### config.mk
export PLATFORM = sky130hd
export DESIGN_NAME = operand_fetch
export DESIGN_NICKNAME = d
export VERILOG_FILES = /design/src/rtl/cpu_pkg.sv /design/src/rtl/reg_scoreboard.sv /design/src/rtl/operand_fetch.sv
export SDC_FILE = /design/constraint.sdc
export NUM_CORES = 1
export LEC_CHECK = 0
export BUFFER_PORTS_ARGS = -buffer_cell sky130_fd_sc_hd__buf_2
export CORE_MARGIN = 2
export CORE_UTILIZATION = 41
export DETAILED_ROUTE_END_ITERATION = 10
export GPL_ROUTABILITY_DRIVEN = 0
export HOLD_SLACK_MARGIN = 0.12
export PLACE_DENSITY = 0.78
export SETUP_SLACK_MARGIN = 0.4
export SYNTH_ARGS = -nofsm -noshare
export SYNTH_HDL_FRONTEND = slang
export SYNTH_HIERARCHICAL = 1
export SYNTH_SLANG_ARGS = --single-unit
export TNS_END_PERCENT = 10
### constraint.sdc
create_clock -name clk -period 6.3 [get_ports clk]
set_input_delay 1.26 -clock clk [delete_from_list [all_inputs] [get_ports clk]]
set_output_delay 1.26 -clock clk [all_outputs]
set_load 0.005 [all_outputs]
### src/rtl/cpu_pkg.sv
// cpu_pkg: shared register-file widths, types and a one-hot mask helper.
package cpu_pkg;
  localparam int DATA_W = 8;
  localparam int ADDR_W = 4;
  localparam int NUM_REGS = 1 << ADDR_W;
  typedef logic [DATA_W-1:0] word_t;
  typedef logic [ADDR_W-1:0] reg_addr_t;
  typedef logic [NUM_REGS-1:0] reg_mask_t;
  function automatic reg_mask_t onehot(input logic en, input reg_addr_t a);
    return en ? reg_mask_t'(1) << a : '0;
  endfunction
endpackage

### src/rtl/reg_scoreboard.sv
// reg_scoreboard: pending-write busy vector; a set and clear of one register on the same edge leaves it set.
module reg_scoreboard
  import cpu_pkg::*;
(
  input  logic      clk,
  input  logic      reset,
  input  logic      set_en,
  input  reg_addr_t set_addr,
  input  logic      clr_en,
  input  reg_addr_t clr_addr,
  output reg_mask_t busy_mask
);
  reg_mask_t busy_q, busy_d;
  always_comb busy_d = (busy_q & ~onehot(clr_en, clr_addr)) | onehot(set_en, set_addr);
  always_ff @(posedge clk) busy_q <= reset ? '0 : busy_d;
  assign busy_mask = busy_q;
endmodule

### src/rtl/operand_fetch.sv
// operand_fetch: hazard-checked operand read into a one-deep output stage.
// Define OPFETCH_FWD_EN to forward same-cycle write-back data instead of stalling on it.
module operand_fetch
  import cpu_pkg::*;
(
  input  logic      clk,
  input  logic      reset,
  input  logic      in_valid,
  output logic      in_ready,
  input  reg_addr_t in_src1,
  input  reg_addr_t in_src2,
  input  reg_addr_t in_dst,
  input  logic      in_dst_en,
  output reg_addr_t rf_rd_addr1,
  output reg_addr_t rf_rd_addr2,
  input  word_t     rf_val1,
  input  word_t     rf_val2,
  input  logic      wb_valid,
  input  reg_addr_t wb_addr,
  input  word_t     wb_data,
  output logic      out_valid,
  input  logic      out_ready,
  output word_t     out_op1,
  output word_t     out_op2,
  output reg_addr_t out_dst,
  output logic      out_dst_en,
  output reg_mask_t busy_mask
);
`ifdef OPFETCH_FWD_EN
  localparam bit FWD = 1'b1;
`else
  localparam bit FWD = 1'b0;
`endif
  logic wb_hit1, wb_hit2, wb_hit_dst, raw1, raw2, waw, accept;
  word_t op1_sel, op2_sel;
  logic valid_q, valid_d, dst_en_q, dst_en_d;
  word_t op1_q, op1_d, op2_q, op2_d;
  reg_addr_t dst_q, dst_d;
  assign rf_rd_addr1 = in_src1;
  assign rf_rd_addr2 = in_src2;
  always_comb begin
    wb_hit1 = wb_valid && wb_addr == in_src1;
    wb_hit2 = wb_valid && wb_addr == in_src2;
    wb_hit_dst = wb_valid && wb_addr == in_dst;
    raw1 = FWD ? busy_mask[in_src1] && !wb_hit1 : busy_mask[in_src1] || wb_hit1;
    raw2 = FWD ? busy_mask[in_src2] && !wb_hit2 : busy_mask[in_src2] || wb_hit2;
    waw = in_dst_en && busy_mask[in_dst] && !wb_hit_dst;
    in_ready = (!valid_q || out_ready) && !(raw1 || raw2 || waw);
    accept = in_valid && in_ready;
    op1_sel = (FWD && wb_hit1) ? wb_data : rf_val1;
    op2_sel = (FWD && wb_hit2) ? wb_data : rf_val2;
    valid_d = accept || (valid_q && !out_ready);
    op1_d = accept ? op1_sel : op1_q;
    op2_d = accept ? op2_sel : op2_q;
    dst_d = accept ? in_dst : dst_q;
    dst_en_d = accept ? in_dst_en : dst_en_q;
  end
  always_ff @(posedge clk) begin
    if (reset) begin
      valid_q <= 1'b0;
      op1_q <= '0;
      op2_q <= '0;
      dst_q <= '0;
      dst_en_q <= 1'b0;
    end else begin
      valid_q <= valid_d;
      op1_q <= op1_d;
      op2_q <= op2_d;
      dst_q <= dst_d;
      dst_en_q <= dst_en_d;
    end
  end
  reg_scoreboard u_sb (
    .clk      (clk),
    .reset    (reset),
    .set_en   (accept && in_dst_en),
    .set_addr (in_dst),
    .clr_en   (wb_valid),
    .clr_addr (wb_addr),
    .busy_mask(busy_mask)
  );
  assign out_valid = valid_q;
  assign out_op1 = op1_q;
  assign out_op2 = op2_q;
  assign out_dst = dst_q;
  assign out_dst_en = dst_en_q;
endmodule
==> impl_results.rst, run 1 <==
.. list-table::
   :header-rows: 1

   * - Metric
     - Value
   * - Worst path slowest cell
     - mux4_1
   * - Data required time at the worst endpoint
     - 5040 ps
   * - Resized cells post-CTS
     - 0
   * - Core area
     - 0.00547 sq mm
   * - Most common cell after layout, fill and taps aside
     - buf_2
   * - DRT antenna net count
     - 0
   * - Global-route wire length before repair
     - 9.34 mm
   * - Per-instance average area after synthesis
     - 10.2 sq um
   * - Crit Reg-Reg Endpoint
     - u_sb/busy_mask[1]
   * - Max Transition Viols Final
     - 0
   * - Total non-filler cell area in the finished layout
     - 0.00277 sq mm
   * - Chain of cells forming the critical path
     - buf_2, mux4_1, mux2_2, a22o_1, a31o_4, nor4bb_1, buf_2
   * - Hold wc startpoint
     - out_dst_en
   * - Fin nets
     - 344
   * - # hold bufs at CTS
     - 0
   * - Clock network latency to the later pin of the worst-skew pair
     - 280 ps
   * - Cell chosen for the clock root
     - clkbuf_8
   * - Number of design-rule violations left by the first detailed-router iteration
     - 160
   * - Sort of element at the start of the critical path
     - input pin
   * - Number of remaining DRC errors
     - 0
   * - Crit. End Element
     - output port
   * - CTS tree
     - done
   * - Clk buf depth
     - 2
   * - Number of antenna violations at the first check in global routing
     - 0
   * - Most frequent cells in the layout
     - 84 x buf_2, 44 x nand2b_1, 38 x dfxtp_1, 25 x mux2i_1, 15 x o21ai_0
   * - Max-cap check violation count
     - 0
   * - Sequential element share of the synthesized area
     - 32.9%
   * - End point of the most critical hold path
     - out_dst_en
   * - Flip-flop and latch count after synthesis
     - 38
   * - Filler Cell Count
     - 535
   * - Peak supply drop
     - 105 uV
   * - Die Footprint
     - 0.00626 sq mm
   * - Netlist cell types
     - 43
   * - Number of buffer cells added on primary ports
     - 84
   * - Slew at the pin closest to its max-slew limit
     - 563 ps
   * - Path category of the worst min-delay check
     - flip-flop to flip-flop
   * - Detailed-route via count
     - 2049
   * - Leakage dissipation
     - 1.22 nW
   * - Total GRT Usage
     - 19.1%
   * - Main synth FF type
     - dfxtp_1
   * - Highest Clock Rate
     - 0.225 GHz
   * - Overall die height
     - 79.1 um
   * - Hold Path Depth
     - 2
   * - Share of the core filled with cells
     - 50.7%
   * - Cell Pwr Density
     - 195 mW/mm^2
   * - Vias in the first global route
     - 1921
   * - Async set-or-reset flop fraction in the synthesized netlist
     - 0%
   * - Detailed Routing Iterations Pass 1
     - 4
   * - Placed wire-length estimate after detailed placement
     - 4.25 mm
   * - Slew Limit Headroom
     - 62.5%
   * - Fraction of layout cells with a size suffix above 1
     - 35.8%
   * - Routed wire length
     - 5.95 mm
   * - Net count after synthesis
     - 273
   * - Reg2Reg Depth
     - 8
   * - Post-Place Cell Area
     - 0.00268 sq mm
   * - Top-Level Pins
     - 93
   * - Worst path max stage delay
     - 570 ps
   * - Deepest level of the CTS H-tree
     - 2
   * - Worst flop-to-flop path startpoint
     - u_sb/busy_mask[12]
   * - Post-synthesis instance area
     - 0.00231 sq mm
   * - Category of cells accounting for the largest share of critical-path delay
     - multiplexers
   * - Unrepaired setup endpoints after global routing
     - no
   * - GR Overflow Total
     - 0
   * - Sum Neg Setup Slack
     - 0 ps
   * - Shortest clock period the worst path allows after layout
     - 4450 ps
   * - Arrival time worst endpoint
     - 3190 ps
   * - Crit-path max FO
     - 11
   * - Setup violations, final
     - 0
   * - Clock sink count
     - 38
   * - Width of the die
     - 79.1 um
   * - Worst R2R Setup Slack
     - 3200 ps
   * - # rows
     - 27
   * - Ranking of synthesized cells by area
     - dfxtp_1 33%, nand2b_1 12%, mux2i_1 11%
   * - Instance count of the mapped netlist
     - 227
   * - Cell seen most often among critical-path stages
     - buf_2
   * - Pin count of the biggest net entering global routing
     - 48
   * - Final-report hold violation count
     - 0
   * - Via count normalized by instance count
     - 5.52
   * - Effective utilization at floorplan
     - 42.3%
   * - Cell type with the highest aggregate area in the netlist
     - dfxtp_1
   * - Final Worst Setup Slack
     - 1850 ps
   * - Number of buffers created by CTS
     - 5
   * - Synthesis-to-finish area growth
     - 19.8%
   * - EDFF count, synth
     - 0
   * - Post-route fraction of the period consumed by the critical path
     - 70.7%
   * - Critical path buffers and inverters
     - 2
   * - Clock slew at reported path FFs
     - 70 ps
   * - Worst setup slack before clock tree synthesis
     - 1860 ps
   * - Setup clock skew after layout
     - 3.55 ps
   * - Post-CTS Setup Bufs
     - 0
   * - Wire length per cell after detailed routing
     - 16.0 um
   * - Run status
     - completed
   * - Count of antenna diodes in the layout
     - 0
   * - Synthesis warning total
     - 6
   * - Category of the most critical setup path
     - input pin to output port
   * - Share of Yosys cell area claimed by the top area cell type
     - 32.9%
[logic make-up after synthesis]
| kind of cell | Yosys count | share of synthesized area [%] |
|---|---|---|
| XOR/XNOR | 12 | 4.54 |
| multiplexers | 38 | 22.5 |
| AO/OA/AOI/OAI | 42 | 13.0 |
| flip-flops | 38 | 32.9 |
| buffers and inverters | 22 | 6.65 |
| AND/OR/NAND/NOR | 75 | 20.4 |
[worst reg2reg max path, stage by stage, from the launching register on]
cell	delay, ps
dfxtp_1	390
mux4_1	500
mux2_2	270
a22o_1	190
a31o_4	270
nor2_8	430
and2_1	280
or3b_2	510
o21ai_0	190
[synthesized netlist by cell type, types with 4 or more instances]
cell type	instances
nand2b_1	44
dfxtp_1	38
xor2_1	9
nand3_1	4
nor2_1	4
nand2_1	5
clkbuf_1	8
mux4_2	7
nand3b_1	4
o211ai_1	12
mux2i_1	25
o21ai_0	15
buf_4	8
[registers in the layout, summed over array words and instances, names as in the netlist]
register and cells:
out_dst_en 1, out_op1 8, u_sb/busy_mask 16, out_valid 1, out_op2 8, out_dst 4
[final cells by class]
type	count	area, sq um	share of cell area, %
Clock buffer	6	82.6	2.98
Inverter	2	7.51	0.271
Clock inverter	2	12.5	0.451
Timing Repair Buffer	84	420	15.2
Sequential cell	38	761	27.4
Multi-Input combinational cell	167	1400	50.5
Tap cell	72	90.1	3.25
[routing by layer]
layer	GRT usage, %	vias up	wire length (um)
met2	31.2	84	2890
met4	9.14	0	148
met5	0	-	0
met1	24.9	992	2470
li1	-	961	-
met3	2.50	12	433
[report_power, final]
group	switching, W	internal [W]
Clock	0.0000863	0.0000880
Sequential	0.00000716	0.000253
Combinational	0.0000546	0.0000509
[worst max-delay path by stage]
stage                   start        to  slack [ps]  depth (start not counted)
finish              in_dst[1]  in_ready        1850                          7
global route        in_dst[1]  in_ready        1780                          7
CTS                 in_dst[1]  in_ready        1860                          7
detailed placement  in_dst[1]  in_ready        1860                          7
global placement    in_dst[1]  in_ready        1870                          7
floorplan           in_dst[1]  in_ready        2130                          6
[through the flow]
| step | hold WS, ps | instances | power [W] |
|---|---|---|---|
| 6_report | 470 | 371 | 0.000540 |
| 5_1_grt | 497 | 371 | 0.000569 |
| 4_1_cts | 476 | 371 | 0.000547 |
| 3_5_place_dp | 458 | 363 | 0.000371 |
| 3_3_place_gp | 455 | 363 | 0.000368 |
| 2_1_floorplan | 465 | 227 | 0.000336 |
No activity file was read; power rests on OpenSTA's default activity.
==> run 2: changes to the inputs <==
==> constraint.sdc (replaced) <==
create_clock -name clk -period 4.1 [get_ports clk]
set_input_delay 0.82 -clock clk [delete_from_list [all_inputs] [get_ports clk]]
set_output_delay 0.82 -clock clk [all_outputs]
set_load 0.005 [all_outputs]
==> impl_results.rst, run 2 (same netlist as run 1, synthesis figures left out) <==
.. list-table::
   :header-rows: 1

   * - Metric
     - Value
   * - Cell Pwr Density
     - 300 mW/mm^2 (was 195 mW/mm^2)
   * - Unrepaired setup endpoints after global routing
     - no (unchanged)
   * - Clk buf depth
     - 2 (unchanged)
   * - Category of the most critical setup path
     - input pin to output port (unchanged)
   * - Worst hold-check slack
     - 473 ps (was 470 ps)
   * - Peak supply drop
     - 124 uV (was 105 uV)
   * - # rows
     - 27 (unchanged)
   * - Setup clock skew after layout
     - 8.45 ps (was 3.55 ps)
   * - Hold Path Depth
     - 2 (unchanged)
   * - Placed wire-length estimate after detailed placement
     - 4.13 mm (was 4.25 mm)
   * - Max Transition Viols Final
     - 0 (unchanged)
   * - Number of remaining DRC errors
     - 0 (unchanged)
   * - Most common cell after layout, fill and taps aside
     - buf_2 (unchanged)
   * - Cell chosen for the clock root
     - clkbuf_8 (unchanged)
   * - Sort of element at the start of the critical path
     - input pin (unchanged)
   * - Crit. End Element
     - output port (unchanged)
   * - DRT antenna net count
     - 0 (unchanged)
   * - Number of antenna violations at the first check in global routing
     - 0 (unchanged)
   * - Routed wire length
     - 5.65 mm (was 5.95 mm)
   * - Max-cap check violation count
     - 0 (unchanged)
   * - Path category of the worst min-delay check
     - flip-flop to flip-flop (unchanged)
   * - Detailed-route via count
     - 2019 (was 2049)
   * - Shortest clock period the worst path allows after layout
     - 3600 ps
   * - Vias in the first global route
     - 1761 (was 1921)
   * - Total GRT Usage
     - 18.1% (was 19.1%)
   * - Post-Place Cell Area
     - 0.00269 sq mm (was 0.00268 sq mm)
   * - Post-CTS Setup Bufs
     - 0 (unchanged)
   * - Top routing layer in use
     - met4 (unchanged)
   * - Number of buffers created by CTS
     - 5 (unchanged)
   * - Die Footprint
     - 0.00626 sq mm (unchanged)
   * - Highest Clock Rate
     - 0.278 GHz
   * - Run status
     - completed (unchanged)
   * - Final-report hold violation count
     - 0 (unchanged)
   * - Effective utilization at floorplan
     - 42.3% (unchanged)
   * - Arrival time worst endpoint
     - 2780 ps (was 3190 ps)
   * - Final cell count without fillers
     - 372 (was 371)
   * - Synthesis-to-finish area growth
     - 20.2% (was 19.8%)
   * - Worst flop-to-flop path startpoint
     - u_sb/busy_mask[10] (was u_sb/busy_mask[12])
   * - End point of the most critical hold path
     - out_op2[0] (was out_dst_en)
   * - Slew at the pin closest to its max-slew limit
     - 558 ps (was 563 ps)
   * - Fraction of layout cells with a size suffix above 1
     - 36.0% (was 35.8%)
   * - Reg2Reg Depth
     - 8 (unchanged)
   * - GR Overflow Total
     - 0 (unchanged)
   * - Via count normalized by instance count
     - 5.43 (was 5.52)
   * - Post-Route M1 WL
     - 2.37 mm (was 2.47 mm)
   * - Setup violations, final
     - 0 (unchanged)
   * - Max FFs per register
     - 16 (unchanged)
   * - Wire length per cell after detailed routing
     - 15.2 um (was 16.0 um)
   * - Crit-path max FO
     - 11 (unchanged)
   * - Crit Reg-Reg Endpoint
     - u_sb/busy_mask[4] (was u_sb/busy_mask[1])
   * - Resized cells post-CTS
     - 0 (unchanged)
   * - Deepest level of the CTS H-tree
     - 2 (unchanged)
   * - Post-route fraction of the period consumed by the critical path
     - 87.8%
   * - Met2 routed wirelength
     - 2.75 mm (was 2.89 mm)
   * - Total non-filler cell area in the finished layout
     - 0.00278 sq mm (was 0.00277 sq mm)
   * - # hold bufs at CTS
     - 0 (unchanged)
   * - Clock slew at reported path FFs
     - 80 ps (was 70 ps)
   * - Number of buffer cells added on primary ports
     - 84 (unchanged)
   * - Clock network latency to the later pin of the worst-skew pair
     - 290 ps (was 280 ps)
   * - Global-route wire length before repair
     - 8.87 mm (was 9.34 mm)
   * - Clock sink count
     - 38 (unchanged)
   * - Pin count of the biggest net entering global routing
     - 48 (unchanged)
   * - Inst Count DP
     - 364 (was 363)
   * - Filler Cell Count
     - 523 (was 535)
   * - WL met3
     - 436 um (was 433 um)
   * - Slew Limit Headroom
     - 62.8% (was 62.5%)
   * - Leakage dissipation
     - 1.23 nW (was 1.22 nW)
   * - Width of the die
     - 79.1 um (unchanged)
   * - Top-Level Pins
     - 93 (unchanged)
   * - Worst R2R Setup Slack
     - 1330 ps (was 3200 ps)
   * - CTS tree
     - done (unchanged)
   * - Number of design-rule violations left by the first detailed-router iteration
     - 164 (was 160)
   * - Count of antenna diodes in the layout
     - 0 (unchanged)
   * - Most frequent cells in the layout
     - 84 x buf_2, 44 x nand2b_1, 38 x dfxtp_1, 25 x mux2i_1, 15 x o21ai_0 (unchanged)
   * - Core area
     - 0.00547 sq mm (unchanged)
   * - Overall die height
     - 79.1 um (unchanged)
   * - Data required time at the worst endpoint
     - 3280 ps (was 5040 ps)
   * - Detailed Routing Iterations Pass 1
     - 4 (unchanged)
   * - Sum Neg Setup Slack
     - 0 ps (unchanged)
   * - Fin nets
     - 345 (was 344)
   * - Hold wc startpoint
     - out_op2[0] (was out_dst_en)
-- run 2: cell count changes in the layout (fill, tap and decap cells not counted), sizes merged --
cell / before / now
buf: 84 / 85
-- run 2: layout make-up --
class	count	area (sq um)	area share, %
multi-input cells	167	1400	50.3
flip-flops and latches	38	761	27.4
repair buffers	85	428	15.4
well taps	72	90.1	3.24
clock buffers	6	82.6	2.97
clock inverters	2	12.5	0.450
inverters	2	7.51	0.270
-- run 2: metrics by stage --
| stage | utilization (%) | power [W] | setup slack (ps) |
|---|---|---|---|
| floorplan | - | 0.000516 | 752 |
| global placement | 49.1 | 0.000567 | 552 |
| detailed placement | 49.1 | 0.000571 | 501 |
| CTS | 50.8 | 0.000843 | 501 |
| global route | 50.8 | 0.000881 | 444 |
| finish | 50.8 | 0.000833 | 501 |
-- run 2: how the worst max path moves through the flow --
stage / startpoint / endpoint / slack [ps] / cells past startpoint
finish: in_dst[1] / in_ready / 500 / 7
global route: in_dst[1] / in_ready / 440 / 7
CTS: in_dst[1] / in_ready / 500 / 7
detailed placement: in_dst[1] / in_ready / 500 / 7
global placement: in_dst[1] / in_ready / 550 / 7
floorplan: in_src2[0] / u_sb/busy_mask[1] / 750 / 10
-- run 2: report_power, final --
part | total, W | internal (W) | switching, W
Sequential | 0.000399 | 0.000389 | 0.0000109
Combinational | 0.000162 | 0.0000793 | 0.0000825
Clock | 0.000272 | 0.000135 | 0.000137
-- run 2: worst max-delay path: stages --
cell and delay (ps):
buf_2 230, mux4_1 580, mux2_2 280, a22o_1 190, a31o_4 270, nor4bb_1 260
buf_2 160
-- run 2: routing by layer --
metal  GRT usage, %  vias to the layer above
li1               -                      966
met1           24.4                      956
met2           28.6                       87
met3           2.84                       10
met4           7.59                        0
met5              0                        -
